$ cat src/rtl/arb_pkg.sv
// -----------------------------------------------------------------------------
// arb_pkg
// Shared definitions for the fetch/data memory-port arbiter:
//   - default address/data widths and starvation threshold
//   - byte-enable width and the all-ones byte-enable used for fetches
//   - FSM state encoding (the owner of the outstanding access lives in it)
//   - owner encoding and a helper mapping an owner to its wait state
// Optional feature macro used by the arbiter: ARB_STARVE_GUARD_EN
// -----------------------------------------------------------------------------
package arb_pkg;

  localparam int ARB_ADDR_W     = 32;
  localparam int ARB_DATA_W     = 32;
  localparam int ARB_STARVE_MAX = 4;

  localparam int BE_W = ARB_DATA_W / 8;
  localparam logic [BE_W-1:0] BE_ALL_ONES = {BE_W{1'b1}};

  typedef enum logic [1:0] {
    IDLE   = 2'd0,
    WAIT_I = 2'd1,
    WAIT_D = 2'd2
  } state_e;

  typedef enum logic {
    OWN_I = 1'b0,
    OWN_D = 1'b1
  } owner_e;

  // Wait state that records a freshly accepted access for the given owner
  function automatic state_e wait_state(input owner_e owner);
    if (owner == OWN_D) begin
      return WAIT_D;
    end else begin
      return WAIT_I;
    end
  endfunction

endpackage

$ cat src/rtl/arb_starve_ctr.sv
// -----------------------------------------------------------------------------
// arb_starve_ctr
// Counts data grants that were won while a fetch was waiting. Once the count
// reaches STARVE_MAX, force_instr tells the arbiter to hand the next slot to
// the fetch port. Any fetch grant clears the count.
// Only instantiated when ARB_STARVE_GUARD_EN is defined.
// Ports:
//   clk         in   clock
//   rst         in   synchronous active-high reset
//   inc         in   data grant accepted while the fetch port was requesting
//   clr         in   fetch grant accepted
//   force_instr out  threshold reached, fetch must win the next arbitration
// -----------------------------------------------------------------------------
module arb_starve_ctr #(
  parameter int STARVE_MAX = 4
) (
  input  logic clk,
  input  logic rst,
  input  logic inc,
  input  logic clr,
  output logic force_instr
);

  localparam int CNT_W = $clog2(STARVE_MAX + 1);
  localparam logic [CNT_W-1:0] CNT_MAX = CNT_W'(STARVE_MAX);
  localparam logic [CNT_W-1:0] CNT_ONE = CNT_W'(1);

  logic [CNT_W-1:0] cnt_r;

  // Loss counter; saturates at the threshold so it can never wrap back to zero
  always_ff @(posedge clk) begin
    if (rst) begin
      cnt_r <= {CNT_W{1'b0}};
    end else if (clr) begin
      cnt_r <= {CNT_W{1'b0}};
    end else if (inc && (cnt_r != CNT_MAX)) begin
      cnt_r <= cnt_r + CNT_ONE;
    end else begin
      cnt_r <= cnt_r;
    end
  end

  assign force_instr = (cnt_r == CNT_MAX);

endmodule

$ cat src/rtl/mem_port_arbiter.sv
// -----------------------------------------------------------------------------
// mem_port_arbiter
// Shares one single-ported memory between the fetch port (read only) and the
// load/store data port. One access is outstanding at a time; the owner of that
// access is held in the FSM state and its response is steered back to it.
// A new access may be granted in the same cycle the previous response returns.
// Data has priority over fetch; with ARB_STARVE_GUARD_EN defined, the fetch
// port is forced through after STARVE_MAX consecutive losses.
// Ports:
//   clk, rst                 clock, synchronous active-high reset
//   i_req/i_addr             fetch request      -> i_gnt, i_rvalid, i_rdata
//   d_req/d_we/d_be/d_addr/d_wdata  data request -> d_gnt, d_rvalid, d_rdata
//   m_req/m_we/m_be/m_addr/m_wdata  memory request, accepted on m_ready
//   m_rvalid/m_rdata         memory response (one per accepted access)
//   busy                     an access is outstanding
//   spurious_rsp             sticky: response arrived with nothing outstanding
// Optional feature macro: ARB_STARVE_GUARD_EN
// -----------------------------------------------------------------------------
module mem_port_arbiter
  import arb_pkg::*;
#(
  parameter int ADDR_W     = ARB_ADDR_W,
  parameter int DATA_W     = ARB_DATA_W,
  parameter int STARVE_MAX = ARB_STARVE_MAX
) (
  input  logic                clk,
  input  logic                rst,
  input  logic                i_req,
  input  logic [ADDR_W-1:0]   i_addr,
  output logic                i_gnt,
  output logic                i_rvalid,
  output logic [DATA_W-1:0]   i_rdata,
  input  logic                d_req,
  input  logic                d_we,
  input  logic [DATA_W/8-1:0] d_be,
  input  logic [ADDR_W-1:0]   d_addr,
  input  logic [DATA_W-1:0]   d_wdata,
  output logic                d_gnt,
  output logic                d_rvalid,
  output logic [DATA_W-1:0]   d_rdata,
  output logic                m_req,
  output logic                m_we,
  output logic [DATA_W/8-1:0] m_be,
  output logic [ADDR_W-1:0]   m_addr,
  output logic [DATA_W-1:0]   m_wdata,
  input  logic                m_ready,
  input  logic                m_rvalid,
  input  logic [DATA_W-1:0]   m_rdata,
  output logic                busy,
  output logic                spurious_rsp
);

  localparam int PBE_W = DATA_W / 8;

  state_e state_r;
  state_e state_next_s;
  owner_e pick_s;
  logic   arb_slot_s;
  logic   accept_s;
  logic   force_instr_s;
  logic   spurious_r;

`ifdef ARB_STARVE_GUARD_EN
  arb_starve_ctr #(
    .STARVE_MAX (STARVE_MAX)
  ) u_starve_ctr (
    .clk         (clk),
    .rst         (rst),
    .inc         (d_gnt && i_req),
    .clr         (i_gnt),
    .force_instr (force_instr_s)
  );
`else
  // Strict data priority; the threshold expression is constant false for any
  // legal STARVE_MAX and only keeps the parameter referenced.
  assign force_instr_s = (STARVE_MAX < 32'sd0);
`endif

  // Arbitration window: idle, or the cycle the outstanding response returns
  always_comb begin
    arb_slot_s = 1'b0;
    case (state_r)
      IDLE:           arb_slot_s = 1'b1;
      WAIT_I, WAIT_D: arb_slot_s = m_rvalid;
      default:        arb_slot_s = 1'b0;
    endcase
  end

  // Data wins unless the starvation guard is pushing a waiting fetch through
  always_comb begin
    if (d_req && !(force_instr_s && i_req)) begin
      pick_s = OWN_D;
    end else begin
      pick_s = OWN_I;
    end
  end

  // Request, grant and response-valid steering; all held low during reset
  always_comb begin
    m_req    = 1'b0;
    i_gnt    = 1'b0;
    d_gnt    = 1'b0;
    i_rvalid = 1'b0;
    d_rvalid = 1'b0;
    if (rst) begin
      m_req    = 1'b0;
      i_gnt    = 1'b0;
      d_gnt    = 1'b0;
      i_rvalid = 1'b0;
      d_rvalid = 1'b0;
    end else begin
      m_req    = arb_slot_s && (i_req || d_req);
      i_gnt    = m_req && m_ready && (pick_s == OWN_I);
      d_gnt    = m_req && m_ready && (pick_s == OWN_D);
      i_rvalid = (state_r == WAIT_I) && m_rvalid;
      d_rvalid = (state_r == WAIT_D) && m_rvalid;
    end
  end

  assign accept_s = i_gnt || d_gnt;

  // Memory request fields follow the currently chosen requester
  always_comb begin
    if (pick_s == OWN_D) begin
      m_we    = d_we;
      m_be    = d_be;
      m_addr  = d_addr;
      m_wdata = d_wdata;
    end else begin
      m_we    = 1'b0;
      m_be    = {PBE_W{1'b1}};
      m_addr  = i_addr;
      m_wdata = {DATA_W{1'b0}};
    end
  end

  // Only one access is ever in flight, so read data is simply fanned out
  assign i_rdata = m_rdata;
  assign d_rdata = m_rdata;

  // Next state: a new grant wins over the return to idle on a response
  always_comb begin
    state_next_s = state_r;
    if (accept_s) begin
      state_next_s = wait_state(pick_s);
    end else if (m_rvalid && (state_r != IDLE)) begin
      state_next_s = IDLE;
    end else begin
      state_next_s = state_r;
    end
  end

  // State register and sticky spurious-response flag
  always_ff @(posedge clk) begin
    if (rst) begin
      state_r    <= IDLE;
      spurious_r <= 1'b0;
    end else begin
      state_r <= state_next_s;
      if (m_rvalid && (state_r == IDLE)) begin
        spurious_r <= 1'b1;
      end else begin
        spurious_r <= spurious_r;
      end
    end
  end

  assign busy         = (state_r != IDLE);
  assign spurious_rsp = spurious_r;

endmodule

$ cat config.mk
export PLATFORM = sky130hd
export DESIGN_NAME = mem_port_arbiter
export DESIGN_NICKNAME = d
export VERILOG_FILES = /design/src/rtl/arb_pkg.sv /design/src/rtl/arb_starve_ctr.sv /design/src/rtl/mem_port_arbiter.sv
export SDC_FILE = /design/constraint.sdc
export NUM_CORES = 1
export LEC_CHECK = 0
export BUFFER_PORTS_ARGS = -buffer_cell sky130_fd_sc_hd__buf_2
export CAP_MARGIN = 20
export CORE_AREA = 2 2 107 109
export CTS_CLUSTER_SIZE = 24
export DETAILED_ROUTE_END_ITERATION = 12
export DIE_AREA = 0 0 109 111
export GPL_TIMING_DRIVEN = 0
export SYNTH_ARGS = -nofsm -noshare
export SYNTH_HDL_FRONTEND = slang
export SYNTH_HIERARCHICAL = 1
export SYNTH_SLANG_ARGS = --single-unit
$ cat constraint.sdc
create_clock -name clk -period 1.4 [get_ports clk]
set_input_delay 0.42 -clock clk [delete_from_list [all_inputs] [get_ports clk]]
set_output_delay 0.42 -clock clk [all_outputs]
set_load 0.05 [all_outputs]
==> metrics <==
status complete, but fails checks; failing checks setup timing; Synth Net Count 312; placed cell count 557; clock latency on the worst-skew pair roughly 0.22 ns; global-route wire length before repair approximately 9600 um; Critical Path Source Type flop; Mapped Cells 169; IO Count 279; fmax 0.529 GHz; Critical Path AT 1.47 ns; Hold WS about 0.45 ns; Tcrit/Tclk final 135%; cell area after synthesis about 1400 um2; fraction of layout cells with a size suffix above 1 between 90% and 100%; FF+latch count, synth 3; hold path start rst; Synth area leaders buf_4, mux2_2, and2_1; antenna viol nets, final 0; Layout Cells excl Fill 586; Synth area leader buf_4; Starting Density 12.4%; Period minus WS final 1.89 ns; antenna violations before repair 0; largest net degree at the start of global routing 11; Net Sw Frac 47.8%; Rows 39; unrepaired setup endpoints after global routing true; clk sink count 3; library cells used by synthesis 17; hpwl dp 5190 um; clock root cell clkbuf_16; drt pass-1 iters 4; Crit path required time 0.98 ns; Antenna diodes 0; pwr dens 648 nW/um2; Layout area overhead 206%; final WL between 7000 and 8000 um; worst-margin pin slew 0.261 ns; routability cong. 0.728; DR iter-0 viols 18; clock tree buffer depth 2; CTS tree built; max cap viols 0; vias in the first global route 2049; Max VDD drop 0.000699 V; clock-pin slew on the worst setup and hold paths 0.03 ns; HP Class input pin to flop; die width 109 um; crit path kind flop to output port; worst setup path startpoint state_r[0]$_SDFFE_PP0P_; area share of the largest cell type after synthesis 35.5%; fin nets 587; Final Hold Vio Count 0; Setup TNS -12.08 ns; Lkg Pwr 0.00234 uW; Avg Inst Size Synth 8.14 um2; total grt overflow 0; routed vias 2095; worst-path cell chain inv_2 > ha_4 > a21oi_4 > nand4bb_4 > nor2_4 > buf_8; die height 111 um; reg-to-reg startpoint state_r[0]$_SDFFE_PP0P_; Slowest-stage cell, CP dfxtp_2; combinational share of power 79.6%; CP peak stage delay 0.34 ns; CP Capture Type output port; Setup Skew 0.00145 ns; synth warn 6; Num CTS Buffers 3; hold_buf cts 0; total core area 11100 um2; Crit Path Max Fanout 3; Sw Pwr 1300 uW; Worst Slack Setup Final -0.489 ns; internal cell power 1420 uW; Fill cells 1068; power share of the clock group between 15 and 20%; H-tree depth 1; I/O Buffers 245; Routed WL per cell around 12 um; Max Slew Vio Count 0; final setup violating endpoints 77; post-synthesis sequential area ratio 4.37%; slew margin rel. 82.5%; die area 12100 um2; Post-route DRC 0; total track usage under 10%; sequential share of power roughly 3.7%; vias per cell around 3.6
cells in the final DEF, fill, tap and decap left out, drive strengths merged:
master	Yosys	layout
dfxtp	3	3
mux2	32	32
buf	69	337
o211ai	2	2
and3	2	2
a21oi	2	2
nand4bb	1	1
mux2i	2	2
inv	6	6
nor2	5	5
and2	33	33
nor4	1	1
nand2b	4	4
ha	4	4
clkbuf	3	9
Yosys cell counts:
cell	instances
buf_4	65
and2_1	33
mux2_2	32
inv_1	6
nor2_1	5
ha_1	4
nand2b_1	4
buf_6	3
clkbuf_1	3
dfxtp_1	3
a21oi_1	2
and3_2	2
mux2i_1	2
o211ai_1	2
buf_2	1
nand4bb_4	1
nor4_1	1
sequential cells by signal, indices dropped and copies added, names as in the netlist:
signal	count
state_r	2
spurious_rsp	1
power by group through the flow:
stage	clock, uW	sequential, uW	combinational, uW
5_1_grt	477	103	2260
3_5_place_dp	0	104	1750
4_1_cts	462	102	2100
3_3_place_gp	0	104	1740
2_1_floorplan	0	113	1350
6_report	456	102	2170
logic make-up (layout without fill, tap and decap cells):
kind of cell | after synthesis | count (layout) | synth area share (%)
compound gates | 4 | 4 | 1.82
mux | 34 | 34 | 27.7
fa+ha+maj | 4 | 4 | 3.64
flops | 3 | 3 | 4.37
simple gates | 46 | 46 | 21.7
buf+inv | 78 | 352 | 40.8
stage by stage:
stage	worst slack, ns	utilization (%)	area [um2]	power [uW]
finish	-0.489	38.0	4210	2730
global route	-0.540	38.0	4210	2840
CTS	-0.561	36.1	4000	2660
detailed placement	-0.434	27.9	3090	1850
floorplan	-0.297	-	1680	1470
global placement	-0.408	27.9	3090	1840
what timing repair did:
action	CTS	global route
setup endpoints to repair	75	73
gates resized for setup	186	39
setup buffers	8	13
gates cloned	7	1
pin swaps	7	5
final cells by class:
cell class,instances,area [um2],share of cell area [%]
plain buffers,70,623,14.8
clock buffers,4,78.8,1.87
inverters,6,25.0,0.594
multi-input cells,88,1050,24.8
flip-flops and latches,3,65.1,1.54
well taps,143,179,4.25
repair buffers,272,2200,52.1
critical path: cells and delay by family, from the launching register on:
family | cells | cell delay, ns
compound gates | 1 | 0.06
fa+ha+maj | 1 | 0.27
buf+inv | 2 | 0.20
flops | 1 | 0.34
simple gates | 2 | 0.37
metal layers:
metal | vias up | GRT usage (%) | wire [um]
li1 | 1027 | - | -
met2 | 122 | 20.8 | 4050
met5 | - | 0 | 0
met3 | 6 | 1.12 | 623
met4 | 0 | 2.74 | 82
met1 | 940 | 9.69 | 2260
final timing paths:
kind                                                   to  slack (ns)  cells past startpoint
worst max register to register    state_r[0]$_SDFFE_PP0P_       -0.08                      7
worst max-delay path                                i_gnt       -0.49                      6
worst min register to register  spurious_rsp$_SDFFE_PP0P_        0.47                      2
worst min-delay path            spurious_rsp$_SDFFE_PP0P_        0.45                      2
(Power assumes the default switching activity.)
